<file path="src/rtl/seq_matmul_param_if.sv">
// Operand-read, result-handshake and job-control bundle for seq_matmul_param.
//   master : job owner / tile memories / result consumer
//            (drives start, a_in, b_in, z_ack)
//   slave  : the multiplier
//            (drives a_i, a_j, b_i, b_j, z_out, z_i, z_j, z_stb, done)
// Parameters must match the ones used for the multiplier instance.
interface seq_matmul_param_if #(
    parameter int unsigned M     = 4,
    parameter int unsigned K     = 4,
    parameter int unsigned P     = 4,
    parameter int unsigned W     = 32,
    parameter int unsigned OUT_W = 32
);
    localparam int unsigned MI_W = (M > 1) ? $clog2(M) : 1;
    localparam int unsigned KI_W = (K > 1) ? $clog2(K) : 1;
    localparam int unsigned PI_W = (P > 1) ? $clog2(P) : 1;

    logic             start;
    logic [W-1:0]     a_in;
    logic [W-1:0]     b_in;
    logic [MI_W-1:0]  a_i;
    logic [KI_W-1:0]  a_j;
    logic [KI_W-1:0]  b_i;
    logic [PI_W-1:0]  b_j;
    logic [OUT_W-1:0] z_out;
    logic [MI_W-1:0]  z_i;
    logic [PI_W-1:0]  z_j;
    logic             z_stb;
    logic             z_ack;
    logic             done;

    modport master (
        output start, a_in, b_in, z_ack,
        input  a_i, a_j, b_i, b_j, z_out, z_i, z_j, z_stb, done
    );

    modport slave (
        input  start, a_in, b_in, z_ack,
        output a_i, a_j, b_i, b_j, z_out, z_i, z_j, z_stb, done
    );
endinterface

</file>
<file path="src/rtl/seq_matmul_param.sv">
// Sequential M x K by K x P integer matrix multiplier.
// One A/B element pair is read per cycle through combinational-read ports;
// each Z element is emitted with its (i, j) index over a stb/ack handshake in
// row-major order, optionally saturated to OUT_W bits.
// Ports: clk, rst (async, active-low), bus (seq_matmul_param_if.slave).
module seq_matmul_param #(
    parameter int unsigned M      = 4,
    parameter int unsigned K      = 4,
    parameter int unsigned P      = 4,
    parameter int unsigned W      = 32,
    parameter int unsigned OUT_W  = 32,
    parameter int unsigned SIGNED = 1
) (
    input  logic               clk,
    input  logic               rst,
    seq_matmul_param_if.slave  bus
);
    localparam int unsigned ACC_W = 2 * W + $clog2(K);
    localparam int unsigned MI_W  = (M > 1) ? $clog2(M) : 1;
    localparam int unsigned KI_W  = (K > 1) ? $clog2(K) : 1;
    localparam int unsigned PI_W  = (P > 1) ? $clog2(P) : 1;

    // Clamp limits, only meaningful when OUT_W < ACC_W.
    localparam logic [ACC_W-1:0] SMAX = (ACC_W'(1) << (OUT_W - 1)) - ACC_W'(1);
    localparam logic [ACC_W-1:0] SMIN = ~SMAX;
    localparam logic [ACC_W-1:0] UMAX = (ACC_W'(1) << OUT_W) - ACC_W'(1);

    typedef enum logic [1:0] {S_IDLE, S_MAC, S_OUT, S_DONE} state_t;

    state_t           state_q, state_d;
    logic [MI_W-1:0]  i_q, i_d;
    logic [PI_W-1:0]  j_q, j_d;
    logic [KI_W-1:0]  k_q, k_d;
    logic [ACC_W-1:0] acc_q, acc_d;
    logic [MI_W-1:0]  a_i_q, a_i_d;
    logic [KI_W-1:0]  a_j_q, a_j_d;
    logic [KI_W-1:0]  b_i_q, b_i_d;
    logic [PI_W-1:0]  b_j_q, b_j_d;
    logic [OUT_W-1:0] z_out_q, z_out_d;
    logic [MI_W-1:0]  z_i_q, z_i_d;
    logic [PI_W-1:0]  z_j_q, z_j_d;
    logic             z_stb_q, z_stb_d;
    logic             done_q, done_d;

    logic [ACC_W-1:0] prod_c;
    logic [ACC_W-1:0] acc_next_c;
    logic [OUT_W-1:0] z_sat_c;
    logic             k_last_c, j_last_c, i_last_c;

    assign k_last_c = (k_q == KI_W'(K - 1));
    assign j_last_c = (j_q == PI_W'(P - 1));
    assign i_last_c = (i_q == MI_W'(M - 1));

    // Product of the current pair, extended to accumulator width.
    always_comb begin
        if (SIGNED != 0) prod_c = ACC_W'($signed(bus.a_in)) * ACC_W'($signed(bus.b_in));
        else             prod_c = ACC_W'(bus.a_in) * ACC_W'(bus.b_in);
    end

    // First term of each dot product restarts the sum.
    always_comb begin
        if (k_q == '0) acc_next_c = prod_c;
        else           acc_next_c = acc_q + prod_c;
    end

    // Extend or clamp the finished sum to the result width.
    always_comb begin
        z_sat_c = '0;
        if (OUT_W >= ACC_W) begin
            if (SIGNED != 0) z_sat_c = OUT_W'($signed(acc_next_c));
            else             z_sat_c = OUT_W'(acc_next_c);
        end else if (SIGNED != 0) begin
            if ($signed(acc_next_c) > $signed(SMAX))      z_sat_c = OUT_W'(SMAX);
            else if ($signed(acc_next_c) < $signed(SMIN)) z_sat_c = OUT_W'(SMIN);
            else                                          z_sat_c = OUT_W'(acc_next_c);
        end else begin
            if (acc_next_c > UMAX) z_sat_c = OUT_W'(UMAX);
            else                   z_sat_c = OUT_W'(acc_next_c);
        end
    end

    // State register and all datapath/output flops.
    always_ff @(posedge clk or negedge rst) begin
        if (!rst) begin
            state_q <= S_IDLE;
            i_q     <= '0;
            j_q     <= '0;
            k_q     <= '0;
            acc_q   <= '0;
            a_i_q   <= '0;
            a_j_q   <= '0;
            b_i_q   <= '0;
            b_j_q   <= '0;
            z_out_q <= '0;
            z_i_q   <= '0;
            z_j_q   <= '0;
            z_stb_q <= 1'b0;
            done_q  <= 1'b0;
        end else begin
            state_q <= state_d;
            i_q     <= i_d;
            j_q     <= j_d;
            k_q     <= k_d;
            acc_q   <= acc_d;
            a_i_q   <= a_i_d;
            a_j_q   <= a_j_d;
            b_i_q   <= b_i_d;
            b_j_q   <= b_j_d;
            z_out_q <= z_out_d;
            z_i_q   <= z_i_d;
            z_j_q   <= z_j_d;
            z_stb_q <= z_stb_d;
            done_q  <= done_d;
        end
    end

    // Next-state logic.
    always_comb begin
        state_d = state_q;
        case (state_q)
            S_IDLE: if (bus.start) state_d = S_MAC;
            S_MAC:  if (k_last_c) state_d = S_OUT;
            S_OUT:  if (bus.z_ack) state_d = (j_last_c && i_last_c) ? S_DONE : S_MAC;
            S_DONE: if (!bus.start) state_d = S_IDLE;
            default: state_d = S_IDLE;
        endcase
    end

    // Counters, accumulator and registered outputs.
    always_comb begin
        i_d     = i_q;
        j_d     = j_q;
        k_d     = k_q;
        acc_d   = acc_q;
        z_out_d = z_out_q;
        z_i_d   = z_i_q;
        z_j_d   = z_j_q;
        z_stb_d = z_stb_q;
        done_d  = done_q;
        case (state_q)
            S_IDLE: begin
                if (bus.start) begin
                    i_d   = '0;
                    j_d   = '0;
                    k_d   = '0;
                    acc_d = '0;
                end
            end
            S_MAC: begin
                acc_d = acc_next_c;
                if (k_last_c) begin
                    z_out_d = z_sat_c;
                    z_i_d   = i_q;
                    z_j_d   = j_q;
                    z_stb_d = 1'b1;
                end else begin
                    k_d = k_q + KI_W'(1);
                end
            end
            S_OUT: begin
                if (bus.z_ack) begin
                    z_stb_d = 1'b0;
                    k_d     = '0;
                    if (!j_last_c) begin
                        j_d = j_q + PI_W'(1);
                    end else if (!i_last_c) begin
                        i_d = i_q + MI_W'(1);
                        j_d = '0;
                    end else begin
                        done_d = 1'b1;
                    end
                end
            end
            S_DONE: if (!bus.start) done_d = 1'b0;
            default: ;
        endcase

        // Addresses are registered so they are valid for the whole MAC cycle.
        a_i_d = '0;
        a_j_d = '0;
        b_i_d = '0;
        b_j_d = '0;
        if (state_d == S_MAC) begin
            a_i_d = i_d;
            a_j_d = k_d;
            b_i_d = k_d;
            b_j_d = j_d;
        end
    end

    assign bus.a_i   = a_i_q;
    assign bus.a_j   = a_j_q;
    assign bus.b_i   = b_i_q;
    assign bus.b_j   = b_j_q;
    assign bus.z_out = z_out_q;
    assign bus.z_i   = z_i_q;
    assign bus.z_j   = z_j_q;
    assign bus.z_stb = z_stb_q;
    assign bus.done  = done_q;
endmodule

</file>
<file path="src/flat_wrapper.sv">
// flat-port wrapper written by rule: the top's interface ports become plain ports
module seq_matmul_param_flat 
#(
    parameter int unsigned M      = 4,
    parameter int unsigned K      = 4,
    parameter int unsigned P      = 4,
    parameter int unsigned W      = 32,
    parameter int unsigned OUT_W  = 32,
    parameter int unsigned SIGNED = 1
)
  (clk, rst, bus_start, bus_a_in, bus_b_in, bus_z_ack, bus_a_i, bus_a_j, bus_b_i, bus_b_j, bus_z_out, bus_z_i, bus_z_j, bus_z_stb, bus_done);
  seq_matmul_param_if #(.M(M), .K(K), .P(P), .W(W), .OUT_W(OUT_W)) bus_i ();
  input  logic clk;
  input  logic rst;
  input wire logic [$bits(bus_i.start)-1:0] bus_start;
  input wire logic [$bits(bus_i.a_in)-1:0] bus_a_in;
  input wire logic [$bits(bus_i.b_in)-1:0] bus_b_in;
  input wire logic [$bits(bus_i.z_ack)-1:0] bus_z_ack;
  output wire logic [$bits(bus_i.a_i)-1:0] bus_a_i;
  output wire logic [$bits(bus_i.a_j)-1:0] bus_a_j;
  output wire logic [$bits(bus_i.b_i)-1:0] bus_b_i;
  output wire logic [$bits(bus_i.b_j)-1:0] bus_b_j;
  output wire logic [$bits(bus_i.z_out)-1:0] bus_z_out;
  output wire logic [$bits(bus_i.z_i)-1:0] bus_z_i;
  output wire logic [$bits(bus_i.z_j)-1:0] bus_z_j;
  output wire logic [$bits(bus_i.z_stb)-1:0] bus_z_stb;
  output wire logic [$bits(bus_i.done)-1:0] bus_done;
  assign bus_i.start = bus_start;
  assign bus_i.a_in = bus_a_in;
  assign bus_i.b_in = bus_b_in;
  assign bus_i.z_ack = bus_z_ack;
  assign bus_a_i = bus_i.a_i;
  assign bus_a_j = bus_i.a_j;
  assign bus_b_i = bus_i.b_i;
  assign bus_b_j = bus_i.b_j;
  assign bus_z_out = bus_i.z_out;
  assign bus_z_i = bus_i.z_i;
  assign bus_z_j = bus_i.z_j;
  assign bus_z_stb = bus_i.z_stb;
  assign bus_done = bus_i.done;
  seq_matmul_param #(.M(M), .K(K), .P(P), .W(W), .OUT_W(OUT_W), .SIGNED(SIGNED)) u_core (.clk(clk), .rst(rst), .bus(bus_i));
endmodule
</file>
<file path="config.mk">
export PLATFORM = sky130hd
export DESIGN_NAME = seq_matmul_param_flat
export DESIGN_NICKNAME = d
export VERILOG_FILES = /design/src/rtl/seq_matmul_param_if.sv /design/src/rtl/seq_matmul_param.sv /design/src/flat_wrapper.sv
export SDC_FILE = /design/constraint.sdc
export NUM_CORES = 2
export LEC_CHECK = 0
export CORE_MARGIN = 2
export CORE_UTILIZATION = 40
export DETAILED_ROUTE_END_ITERATION = 16
export PLACE_DENSITY = 0.66
export SLEW_MARGIN = 40
export SYNTH_ARGS = -nofsm -noshare
export SYNTH_HDL_FRONTEND = slang
export SYNTH_SLANG_ARGS = --single-unit
</file>
<file path="constraint.sdc">
create_clock -name clk -period 5.73 [get_ports clk]
set_input_delay 0.8595 -clock clk [delete_from_list [all_inputs] [get_ports clk]]
set_output_delay 0.8595 -clock clk [all_outputs]
set_load 0.03 [all_outputs]
</file>
### Word level (Yosys, flattened, before mapping)

Index checks and enable logic that the tools add are counted.

| operators by class | value |
|---|---|
| eq/ne operators | 13 |
| multiplexer cells | 36 |
| magnitude comparators | 2 |
| reduce and logical (&&, ||, !) cells | 10 |
| add/subtract/negate cells | 4 |
| multiply operators | 1 |

Operators by type and width:

| cell | number |
|---|---|
| $mux W66 | 2 |
| $pmux W66 S2 | 1 |
| $add A66 B66 Y66 | 1 |
| $gt A66 B32 Y1 const B | 1 |
| $lt A66 B32 Y1 const B | 1 |
| $mul A32 B32 Y64 | 1 |
| $mux W32 | 2 |
| $mux W2 | 19 |
| $eq A2 B2 Y1 const B | 5 |
| $pmux W2 S2 | 2 |
| $pmux W2 S4 | 1 |
| $add A2 B1 Y2 const B | 3 |
| $mux W1 | 6 |
| $ne A2 B1 Y1 const B | 3 |
| $ne A2 B2 Y1 const B | 3 |
| $pmux W2 S3 | 1 |
| $reduce_bool A2 Y1 | 3 |
| $reduce_and A5 Y1 | 1 |
| $eq A2 B1 Y1 const B | 2 |
| $logic_not A2 Y1 | 2 |
| $pmux W1 S2 | 2 |
| $reduce_and A2 Y1 | 2 |
| $reduce_and A3 Y1 | 1 |
| $logic_and A1 B1 Y1 | 1 |

| word-level totals | value |
|---|---|
| word-level logic and storage cells | 79 |
| bits in registers | 118 |

### Logic depth before layout (Yosys ltp)

| depth | value |
|---|---|
| depth after elaboration | 7 |
| mapped depth | 45 |

### Worst setup path before layout

No wires, ideal clock.

| path | value |
|---|---|
| path kind | input -> register |
| from | input port bus_a_in[31] |
| to | register u_core.z_out_q[26], in the netlist u_core.bus.z_out[26] |
| data arrival time | 11.196 ns |
| setup time | 0.128 ns |
| path slack | -5.594 ns |
| stages on the path | 36 |
| path buffers | 3 |
| path through | clkbuf_1 nand2_1 inv_1 fa_1 fa_1 fa_1 inv_1 fa_1 inv_1 fa_1 fa_1 fa_1 fa_1 ha_1 nand2_1 o21ai_0 a221oi_1 or3_1 a211o_1 a31o_2 and2_1 ha_1 and3_1 and3_1 a221oi_1 a211o_1 o211ai_1 or4_1 nand3b_1 nor4_1 nand4_1 and4bb_1 a31o_2 buf_4 buf_6 o211ai_2 |

| between the ends | value |
|---|---|
| cells in the longest elaborated chain, start to end | 6 |
| elaborated cells on any way between the ends | 7 |
| classes of those cells | 1 x add/sub; 1 x mul; 2 x order compare; 3 x mux |

RTL lines:

| element | line | source |
|---|---|---|
| from (decl) | flat_wrapper.sv:16 | `input wire logic [$bits(bus_i.a_in)-1:0] bus_a_in;` |
| $mul A32 B32 Y64 (*) | seq_matmul_param.sv:56 | `if (SIGNED != 0) prod_c = ACC_W'($signed(bus.a_in)) * ACC_W'($signed(bus.b_in));` |
| $add A66 B66 Y66 | seq_matmul_param.sv:63 | `else acc_next_c = acc_q + prod_c;` |
| $mux W66 (*) | seq_matmul_param.sv:62 | `if (k_q == '0) acc_next_c = prod_c;` |
| $lt A66 B32 Y1 | seq_matmul_param.sv:74 | `else if ($signed(acc_next_c) < $signed(SMIN)) z_sat_c = OUT_W'(SMIN);` |
| $mux W32 | seq_matmul_param.sv:74 |  |
| $mux W32 (*) | seq_matmul_param.sv:73 | `if ($signed(acc_next_c) > $signed(SMAX)) z_sat_c = OUT_W'(SMAX);` |
| to (signal assigned) | seq_matmul_param.sv:109 | `z_out_q <= z_out_d;` |
| to (decl) | seq_matmul_param.sv:39 | `logic [OUT_W-1:0] z_out_q, z_out_d;` |

Every way passes the cells marked *; elsewhere a longest branch is shown, timed or not.
A chain may end at the register's enable or synchronous reset.

### Worst setup path in the final report

| path | value |
|---|---|
| from | input port bus_a_in[16] |
| to | register u_core.z_out_q[23], in the netlist u_core.bus.z_out[23] |

Same word-level chain as after synthesis.

==> impl_metrics.csv <==
group,metric,value,unit
drt,initialDrtViolationCount,2644,
place,routabilityCongestion,0.968,
cells_and_area,drive_gt1_share,30.2,%
logic_synthesis,syn-num-nets,6770,
global_routing,grt_max_degree,78,
logic_synthesis,synth_edf_count,0,
cts,clkTransAtPathRegs,0.06,ns
floorplan,die_h,348,µm
timing,slew_violations,0,
cts,clock_path_buffers,2,
drt,viasPerCell,5.31,
cts,numCtsBuffers,17,
logic_synthesis,ys_ff_latch,118,
logic_synthesis,synth.top_cell.area_share,45.9,%
cells_and_area,fillers,10100,
worst_setup_path,r2r_end,"u_core.bus.z_out[23]",
logic_synthesis,synth_area_leaders,"fa_1 46%, inv_1 8.3%, and2_1 7.2%, ha_1 6.6%, dfrtp_1 6.2%",
worst_setup_path,worstSetupPathType,"in -> reg",
cells_and_area,areaGrowthSynthToFinish,37.0,%
worst_setup_path,crit_fanout,8,
cts,root_buffer,"clkbuf_16",
worst_setup_path,cpMaxStageDelayCell,"fa_2",
timing,timing.final.ws_setup,-5.17,ns
cells_and_area,fin_nets,7758,
place,place_hpwl,125000,µm
logic_synthesis,synth_top_area_cell,"fa_1",
floorplan,ioPinCount,114,
timing,final_hold_viol_count,0,
hold_path,holdCritPathClass,"in -> async",
worst_setup_path,critPathCaptureType,"flop",
logic_synthesis,ys_warn_count,0,
timing,maxClockFrequency,0.0917,GHz
global_routing,grt_pass1_wl,250000,µm
run_status,status,"finished with violations",
worst_setup_path,arrival,11.22,ns
drt,drc,0,
floorplan,die_w,348,µm
floorplan,rows,126,
logic_synthesis,syn_avg_cell_area,8.81,µm²
cells_and_area,layout_common_cells,"1,005 x fa_1, 1,003 x inv_1, 958 x buf_4",
timing,setup_violations,91,
logic_synthesis,syn_area,47300,µm²
cts,ctsHoldBuffers,0,
timing,hold_slack,0.485,ns
worst_setup_path,critical_path.max_stage_delay,0.60,ns
worst_setup_path,required,6.04,ns
timing,min_period,10.90,ns
timing,tightest_slew,0.770,ns
logic_synthesis,ys_types,98,
cts,h-tree-depth,4,
cells_and_area,seq_area,2950,µm²
timing,slew_headroom,48.7,%
timing,min_period_over_period,190,%
worst_setup_path,r2r_cells,19,
drt,drt-total-wl,163000,µm
drt,drt-pass1-iter-count,5,
run_status,violations,"negative setup slack",
worst_setup_path,cp_num_buf_inv,12,
drt,antenna_left,0,
logic_synthesis,synth_flop_cell,"dfrtp_1",
worst_setup_path,start_kind,"input port",
timing,setup-tns-final,-350.61,ns
cts,cts.sinks,118,
global_routing,grt_util_all_layers,26.2,%
cts,cts_tree,"built",
worst_setup_path,reg2reg_slack,0.91,ns
floorplan,start_util,40.2,%
worst_setup_path,critical-path-top-delay-family,"adder cells",
global_routing,antenna_found_initial,1,
logic_synthesis,synth_cells,5369,
timing,rsz0062_at_grt,"yes",
cells_and_area,final_common_cell,"fa_1",
logic_synthesis,ys_async_sr_fraction,100,%
place,port_buffers,113,
drt,vias,42000,
flow_run,drv_cap,0,
timing,fin_skew,0.0121,ns
global_routing,grt_pass1_vias,44500,
drt,wl_per_cell,20.6,µm
global_routing,overflow,0,
floorplan,die_area,121000,µm²
floorplan,core-area,118000,µm²
logic_synthesis,ys_seq_area_share,6.25,%
cells_and_area,multi_input_area,43000,µm²
cts,clock_latency,0.44,ns
worst_setup_path,reg2reg_from,"u_core.acc_q[0]",
## routing by layer
| layer | GRT usage, % | share of wire [%] | vias up |
|---|---|---|---|
| li1 | - | - | 18500 |
| met1 | 35.3 | 40 | 21500 |
| met2 | 44.3 | 48 | 1568 |
| met3 | 3.09 | 6.4 | 406 |
| met4 | 8.19 | 5.6 | 2 |
| met5 | 0 | 0.0074 | - |
## synth_stat cells (all sizes together), types with 6 or more instances
cell and n:
fa 1083, inv 1042, nand2 766, and2 541, clkbuf 285, ha 250, o21ai 193, a21oi 180
nor2 156, dfrtp 118, xnor2 71, o211ai 63, nand4 57, nor3 49, nand3 43, xor2 38
a21o 36, o21a 29, nand2b 25, o21bai 25, mux2i 24, a211oi 22, a31oi 22, buf 17
nor4 17, and3 16, or3 15, o31ai 13, a22o 12, nor2b 12, a221oi 11, a211o 10
a21boi 10, a31o 10, a2111oi 9, or2 9, a221o 6, and4 6, or4 6
## flip-flops by register name, indices dropped and copies added, names as in the netlist
name,count
u_core.bus.b_j,2
u_core.i_q,2
u_core.bus.z_j,2
u_core.bus.done,1
u_core.bus.z_i,2
u_core.bus.a_i,2
u_core.state_q,2
u_core.j_q,2
u_core.acc_q,66
u_core.bus.z_stb,1
u_core.bus.a_j,2
u_core.bus.z_out,32
u_core.k_q,2
## cell families after synthesis
kind of cell	count (synthesis)	share of synthesized area [%]
mux	25	0.532
xor+xnor	109	2.02
buf+inv	1344	10.8
fa+ha+maj	1333	52.5
flops	118	6.25
simple gates	1738	18.1
compound gates	702	9.85
## through the flow
stage | utilization (%) | std cells | worst slack [ns] | cell area, µm²
finish | 55.1 | 7907 | -5.17 | 64800
global route | 55.1 | 7906 | -5.33 | 64800
CTS | 53.1 | 7823 | -5.16 | 62400
detailed placement | 50.2 | 7712 | -6.10 | 59000
global placement | 50.1 | 7711 | -6.05 | 59000
floorplan | - | 5369 | -4.78 | 49300
## worst max-delay path by stage
stage | start | end | slack (ns) | cells past startpoint
2_1_floorplan | bus_a_in[31] | u_core.bus.z_out[26] | -4.78 | 37
3_3_place_gp | bus_b_in[6] | u_core.bus.z_out[23] | -6.05 | 43
3_5_place_dp | bus_b_in[17] | u_core.bus.z_out[3] | -6.10 | 42
4_1_cts | bus_a_in[6] | u_core.bus.z_out[22] | -5.16 | 46
5_1_grt | bus_b_in[2] | u_core.bus.z_out[20] | -5.33 | 42
6_report | bus_a_in[16] | u_core.bus.z_out[23] | -5.17 | 40
## worst register-to-register path, stage by stage (launching register included)
cell and delay (ns):
dfrtp_1 0.35, ha_1 0.17, inv_1 0.06, fa_1 0.42, nand2b_1 0.18, a2111oi_0 0.44
o21bai_1 0.20, a31oi_1 0.21, buf_4 0.15, o21a_1 0.29, nor3_1 0.10, or4_1 0.55
nand3b_1 0.21, nor4_4 0.23, buf_4 0.17, nand4_1 0.08, and4bb_2 0.35, a31o_4 0.27
clkbuf_16 0.19, o211ai_1 0.08
## repair_timing
action | 4_1_cts | 5_1_grt
gates resized for setup | 358 | 503
pin swaps | 135 | 201
setup endpoints to repair | 92 | 92
gates cloned | 32 | 25
setup buffers | 48 | 60
## final cells by class
| type | instances | share of cell area (%) |
|---|---|---|
| Antenna cell | 1 | 0.00386 |
| Clock buffer | 18 | 0.663 |
| Clock inverter | 14 | 0.238 |
| Inverter | 1042 | 6.06 |
| Multi-Input combinational cell | 3908 | 66.4 |
| Sequential cell | 118 | 4.56 |
| Tap cell | 1536 | 2.97 |
| Timing Repair Buffer | 1270 | 19.1 |
Power is left out: the tool's default activity adds up to more than one toggle a clock period on the data nets, which glitch-free logic cannot reach.
